[src/rtl/ahb_apb_pkg.sv]
// Shared AHB/APB encodings, bridge state type and the HPROT->PPROT mapping.
package ahb_apb_pkg;

    localparam logic [1:0] HTRANS_NONSEQ = 2'b10;
    localparam logic [1:0] HTRANS_SEQ    = 2'b11;

    localparam logic [2:0] HSIZE_BYTE = 3'd0;
    localparam logic [2:0] HSIZE_HALF = 3'd1;
    localparam logic [2:0] HSIZE_WORD = 3'd2;

    typedef enum logic [2:0] {
        ST_IDLE,
        ST_WAIT,
        ST_SETUP,
        ST_ACCESS,
        ST_DONE,
        ST_ERR1,
        ST_ERR2
    } bridge_state_t;

    // PPROT = {instruction, non-secure, privileged}
    function automatic logic [2:0] pprot_map(input logic [1:0] hprot);
        return {~hprot[0], 1'b1, hprot[1]};
    endfunction

endpackage

[src/rtl/apb_strb_gen.sv]
// Byte-lane strobe generation from AHB size and low address bits; flags sizes wider than a word.
module apb_strb_gen
    import ahb_apb_pkg::*;
(
    input  logic [2:0] hsize,
    input  logic [1:0] haddr_lo,
    input  logic       hwrite,
    output logic [3:0] strb,
    output logic       size_err
);

    always_comb begin
        strb     = 4'b0000;
        size_err = 1'b0;
        case (hsize)
            HSIZE_BYTE: strb = 4'b0001 << haddr_lo;
            HSIZE_HALF: strb = 4'b0011 << {haddr_lo[1], 1'b0};
            HSIZE_WORD: strb = 4'b1111;
            default:    size_err = 1'b1;
        endcase
        if (!hwrite) strb = 4'b0000;
    end

endmodule

[src/rtl/ahb2apb_bridge_mc.sv]
// AHB-Lite to APB3/APB4 bridge with one-hot PSEL decode, PREADY waits, PSLVERR->ERROR and PCLKEN timing.
// state  | meaning
// IDLE   | ready, sampling for a new transfer
// WAIT   | data phase, capture HWDATA, wait for PCLKEN (or fault decode/size)
// SETUP  | APB setup phase
// ACCESS | APB access phase, waits on PCLKEN & PREADY
// DONE   | OKAY completion, may accept the next transfer
// ERR1   | first ERROR cycle (HREADYOUT low)
// ERR2   | second ERROR cycle (HREADYOUT high)
module ahb2apb_bridge_mc
    import ahb_apb_pkg::*;
#(
    parameter int ADDRWIDTH      = 16,
    parameter int DATAWIDTH      = 32,
    parameter int NUM_SLV        = 4,
    parameter int SLV_LSB        = 12,
    parameter int REGISTER_RDATA = 1
) (
    input  logic                 HCLK,
    input  logic                 HRESETn,
    input  logic                 HSEL,
    input  logic [ADDRWIDTH-1:0] HADDR,
    input  logic [1:0]           HTRANS,
    input  logic                 HWRITE,
    input  logic [2:0]           HSIZE,
    input  logic [3:0]           HPROT,
    input  logic [DATAWIDTH-1:0] HWDATA,
    input  logic                 HREADY,
    output logic                 HREADYOUT,
    output logic                 HRESP,
    output logic [DATAWIDTH-1:0] HRDATA,
    input  logic                 PCLKEN,
    output logic [NUM_SLV-1:0]   PSEL,
    output logic                 PENABLE,
    output logic [ADDRWIDTH-1:0] PADDR,
    output logic                 PWRITE,
    output logic [DATAWIDTH-1:0] PWDATA,
    output logic [3:0]           PSTRB,
    output logic [2:0]           PPROT,
    input  logic                 PREADY,
    input  logic                 PSLVERR,
    input  logic [DATAWIDTH-1:0] PRDATA,
    output logic                 APBACTIVE
);

    // The whole field above SLV_LSB is decoded so out-of-range indices fault instead of aliasing.
    localparam int IDX_W = ADDRWIDTH - SLV_LSB;

    bridge_state_t state, state_nxt;

    logic             acc;
    logic             latch_xfer;
    logic [IDX_W-1:0] idx_d;
    logic [IDX_W-1:0] idx_q;
    logic             idx_oob;
    logic             dec_err_q;
    logic [3:0]       strb_d;
    logic             size_err_d;
    logic             hreadyout_c;
    logic             hresp_c;
    logic             penable_c;
    logic             sel_on;
    logic             apbactive_c;
    logic             unused_hprot;

    assign acc        = HSEL & HREADY & ((HTRANS == HTRANS_NONSEQ) | (HTRANS == HTRANS_SEQ));
    assign latch_xfer = acc & ((state == ST_IDLE) | (state == ST_DONE));
    assign idx_d      = HADDR[ADDRWIDTH-1:SLV_LSB];
    assign idx_oob    = 32'(idx_d) >= 32'(NUM_SLV);
    assign unused_hprot = ^HPROT[3:2];

    apb_strb_gen u_strb_gen (
        .hsize    (HSIZE),
        .haddr_lo (HADDR[1:0]),
        .hwrite   (HWRITE),
        .strb     (strb_d),
        .size_err (size_err_d)
    );

    always_ff @(posedge HCLK or negedge HRESETn) begin
        if (!HRESETn) state <= ST_IDLE;
        else          state <= state_nxt;
    end

    always_comb begin
        state_nxt   = state;
        hreadyout_c = 1'b1;
        hresp_c     = 1'b0;
        penable_c   = 1'b0;
        sel_on      = 1'b0;
        apbactive_c = 1'b0;
        case (state)
            ST_IDLE: begin
                if (acc) state_nxt = ST_WAIT;
            end
            ST_WAIT: begin
                hreadyout_c = 1'b0;
                apbactive_c = 1'b1;
                if (dec_err_q)   state_nxt = ST_ERR1;
                else if (PCLKEN) state_nxt = ST_SETUP;
            end
            ST_SETUP: begin
                hreadyout_c = 1'b0;
                apbactive_c = 1'b1;
                sel_on      = 1'b1;
                if (PCLKEN) state_nxt = ST_ACCESS;
            end
            ST_ACCESS: begin
                hreadyout_c = 1'b0;
                apbactive_c = 1'b1;
                sel_on      = 1'b1;
                penable_c   = 1'b1;
                if (PCLKEN & PREADY) state_nxt = PSLVERR ? ST_ERR1 : ST_DONE;
            end
            ST_DONE: begin
                state_nxt = acc ? ST_WAIT : ST_IDLE;
            end
            ST_ERR1: begin
                hreadyout_c = 1'b0;
                hresp_c     = 1'b1;
                state_nxt   = ST_ERR2;
            end
            ST_ERR2: begin
                hresp_c   = 1'b1;
                state_nxt = ST_IDLE;
            end
            default: state_nxt = ST_IDLE;
        endcase
    end

    assign HREADYOUT = hreadyout_c;
    assign HRESP     = hresp_c;
    assign PENABLE   = penable_c;
    assign APBACTIVE = apbactive_c;

    always_comb begin
        PSEL = '0;
        if (sel_on) begin
            for (int i = 0; i < NUM_SLV; i++) begin
                if (idx_q == IDX_W'(i)) PSEL[i] = 1'b1;
            end
        end
    end

    always_ff @(posedge HCLK or negedge HRESETn) begin
        if (!HRESETn) begin
            PADDR     <= '0;
            PWRITE    <= 1'b0;
            PSTRB     <= 4'b0000;
            PPROT     <= 3'b000;
            PWDATA    <= '0;
            idx_q     <= '0;
            dec_err_q <= 1'b0;
        end else begin
            if (latch_xfer) begin
                PADDR     <= {HADDR[ADDRWIDTH-1:2], 2'b00};
                PWRITE    <= HWRITE;
                PSTRB     <= strb_d;
                PPROT     <= pprot_map(HPROT[1:0]);
                idx_q     <= idx_d;
                dec_err_q <= idx_oob | size_err_d;
            end
            if (state == ST_WAIT) PWDATA <= HWDATA;
        end
    end

    if (REGISTER_RDATA != 0) begin : g_rdata_reg
        logic rd_capture;
        assign rd_capture = (state == ST_ACCESS) & PCLKEN & PREADY & ~PSLVERR & ~PWRITE;

        always_ff @(posedge HCLK or negedge HRESETn) begin
            if (!HRESETn)        HRDATA <= '0;
            else if (rd_capture) HRDATA <= PRDATA;
        end
    end else begin : g_rdata_comb
        assign HRDATA = PRDATA;
    end

endmodule
[config.mk]
export PLATFORM = sky130hd
export DESIGN_NAME = ahb2apb_bridge_mc
export DESIGN_NICKNAME = d
export VERILOG_FILES = /design/src/rtl/ahb_apb_pkg.sv /design/src/rtl/apb_strb_gen.sv /design/src/rtl/ahb2apb_bridge_mc.sv
export SDC_FILE = /design/constraint.sdc
export NUM_CORES = 1
export LEC_CHECK = 0
export CAP_MARGIN = 25
export CORE_MARGIN = 1.5
export CORE_UTILIZATION = 43
export CTS_BUF_LIST = sky130_fd_sc_hd__clkbuf_8 sky130_fd_sc_hd__clkbuf_16
export DETAILED_ROUTE_END_ITERATION = 8
export PLACE_DENSITY = 0.86
export SKIP_LAST_GASP = 1
export SYNTH_ARGS = -nofsm -noshare
export SYNTH_HDL_FRONTEND = slang
export SYNTH_SLANG_ARGS = --single-unit
[constraint.sdc]
create_clock -name HCLK -period 4 [get_ports HCLK]
set_clock_uncertainty 0.05 [all_clocks]
set_input_delay 0.6 -clock HCLK [delete_from_list [all_inputs] [get_ports HCLK]]
set_output_delay 0.6 -clock HCLK [all_outputs]
set_load 0.01 [all_outputs]
==> impl_metrics.yaml <==
cts:
  htree_levels: 3
  numCtsBuffers: 9
  ctsResizeCount: 0
  root_buffer: "clkbuf_8"
  cts_sinks: 90
  clk_latency_ns: 0.34
  post_cts_buffers: 0
  cts_tree: "built"
  cts.clk_slew.worst_paths_ns: 0.09
  clock_tree.buffer_depth: 2
  ctsHoldBuffers: 0
drt:
  ant_nets: 0
  route.detailed.wl_per_inst_um: 15.89
  drt_iter0_markers: 47
  routed_wl_mm: 8.692
  drt-vias-per-instance: 4.856
  num_vias: 2656
  remaining_drc_errors: 0
  dr.pass1.iters: 4
critical_path:
  arrival_ns: 2.36
  crit_required_ns: 3.35
  cp_num_buf_inv: 1
  crit_family: "simple AND/OR/NAND/NOR gates"
  max_stage_delay_ns: 0.60
  cp_slowest_cell: "dfrtp_1"
  startpoint_type: "flip-flop"
  crit_chain: "nor4b_1 > nor3b_1 > clkdlybuf4s50_1"
  endpoint_kind: "primary output"
  cp_max_fo: 14
  critPathKind: "flip-flop to primary output"
global_route:
  grt_overflow: 0
  antenna_found_initial: 0
  grt_first_pass_wirelength_mm: 13.10
  grt_usage: 0.1896
  grt_max_degree: 62
  grt_pass1_vias: 2697
sta:
  setup_tns_ns: 0
  slew_headroom: 0.4944
  hold_viol: 0
  drv_slew: 0
  max_freq_mhz: 332.4
  rsz0062_at_grt: "false"
  fin_crit_sh: 0.7522
  finalSetupViolCount: 0
  worst_hold_slack_ns: 0.2541
  timing.final.ws_setup_ns: 0.9913
  min_period_ns: 3.009
  worst_pin_slew_ns: 0.7585
synthesis:
  yosysSeqAreaShare: 0.6063
  ys_top_cells_by_count: "90 x dfrtp_1, 66 x mux2_2, 13 x mux2_4"
  synthArstFlopShare: 1.000
  synth_top_area_frac: 0.6063
  synth_edf_count: 0
  yosys.area.top_type: "dfrtp_1"
  ys_warn_count: 0
  ys_seq_elements: 90
  yosys-top-cells-area: "dfrtp_1 61%, mux2_2 20%, mux2_4 5.3%, o21ai_0 1.5%, buf_2 1.1%"
  synth_cell_types: 36
  synth_ff_type: "dfrtp_1"
  synth_area_um2: 3715
  synth.avg_cell_area_um2: 14.98
  yosysMostFrequentCell: "dfrtp_1"
  syn_inst: 248
placement:
  port_buffers: 187
  dp_hpwl_mm: 6.489
  dp_worst_setup_slack_ns: 1.316
  gp_congestion: 0.7886
final_layout:
  utilization: 0.7089
  syn2layout_area_growth_pct: 58.37
  nNetsFinal: 534
  diodes: 0
  drive_above_1_share: 0.2353
floorplanning:
  start_util: 0.4476
  die_x_um: 95.95
  rows: 33
  die_area_um2: 9205
  io_pins: 193
  coreArea_um2: 8299
  die_h_um: 95.95
power:
  ir_worst_vdd_mv: 0.3832
  finalPower_mw: 4.334
  leakagePower_nw: 2.545
  powerDensity_nw_per_um2: 736.7
flow_run:
  drv_cap: 0
status:
  status: "finished, final reports clean"
worst_hold_path:
  hp-class: "input port to asynchronous set/reset pin"
## per-stage QoR
stage / cell area, um^2 / cells
after global placement: 5633 / 530
after CTS: 5856 / 546
after detailed placement: 5633 / 530
after floorplan: 3719 / 249
after global routing: 5883 / 547
final: 5883 / 547
## cells by family (layout without fill, tap and decap cells)
| logic type | after synthesis | in the layout | share of synthesized area |
|---|---|---|---|
| DFF | 90 | 90 | 0.6063 |
| muxes | 80 | 80 | 0.2556 |
| and+or+nand+nor | 33 | 33 | 0.05827 |
| AOI/OAI and AO/OA | 25 | 25 | 0.04177 |
| buffers and inverters | 17 | 210 | 0.03233 |
| xor gates and xnor gates | 2 | 2 | 0.004716 |
| other | 1 | 2 | 0.001009 |
## state kept, by name, indices dropped and copies added (netlist names), 3 cells and up
register  count
PPROT         3
PWDATA       32
HRDATA       32
PADDR        10
idx_q         4
state         3
PSTRB         4
## cell type report
class / instances / area, um^2
Sequential cell: 90 / 2252
Clock buffer: 9 / 123.9
Timing Repair Buffer: 191 / 1919
Fill cell: 592 / 2416
Tap cell: 105 / 131.4
Inverter: 3 / 11.26
Multi-Input combinational cell: 142 / 1346
Clock inverter: 7 / 98.84
## worst paths after layout
kind                       startpoint    endpoint  slack (ns)  cells past startpoint
max in group asynchronous     HRESETn  PWDATA[13]        2.75                      2
min in group HCLK            PPROT[1]    PPROT[1]        0.43                      1
hold reg to reg              PPROT[1]    PPROT[1]        0.43                      1
hold / removal                HRESETn  HRDATA[25]        0.25                      1
setup / recovery             state[1]     PSEL[0]        0.99                      3
setup reg to reg             state[1]    PADDR[8]        2.13                      4
## layout by cell type (no fill, tap or decap), drive strengths merged, types with 4 or more instances in the layout
master	count
buf	5
nor2	5
nand2	4
clkbuf	9
nor2b	5
o21ai	11
mux2	80
o31ai	4
nand2b	4
dfrtp	90
inv	6
clkdlybuf4s50	186
## layer usage
metal / track usage / up-vias / wire length [um]
li1: - / 1254 / -
met1: 0.2152 / 1270 / 3350
met2: 0.3339 / 123 / 4451
met3: 0.06951 / 9 / 810
met4: 0.05270 / 0 / 80
met5: 0 / - / 0
## report_power, final
| group | total, mW | internal, mW | switching (mW) |
|---|---|---|---|
| Combinational | 2.03 | 1.32 | 0.710 |
| Sequential | 1.62 | 1.35 | 0.271 |
| Clock | 0.682 | 0.357 | 0.325 |
Power figures use the tool's default switching activity.
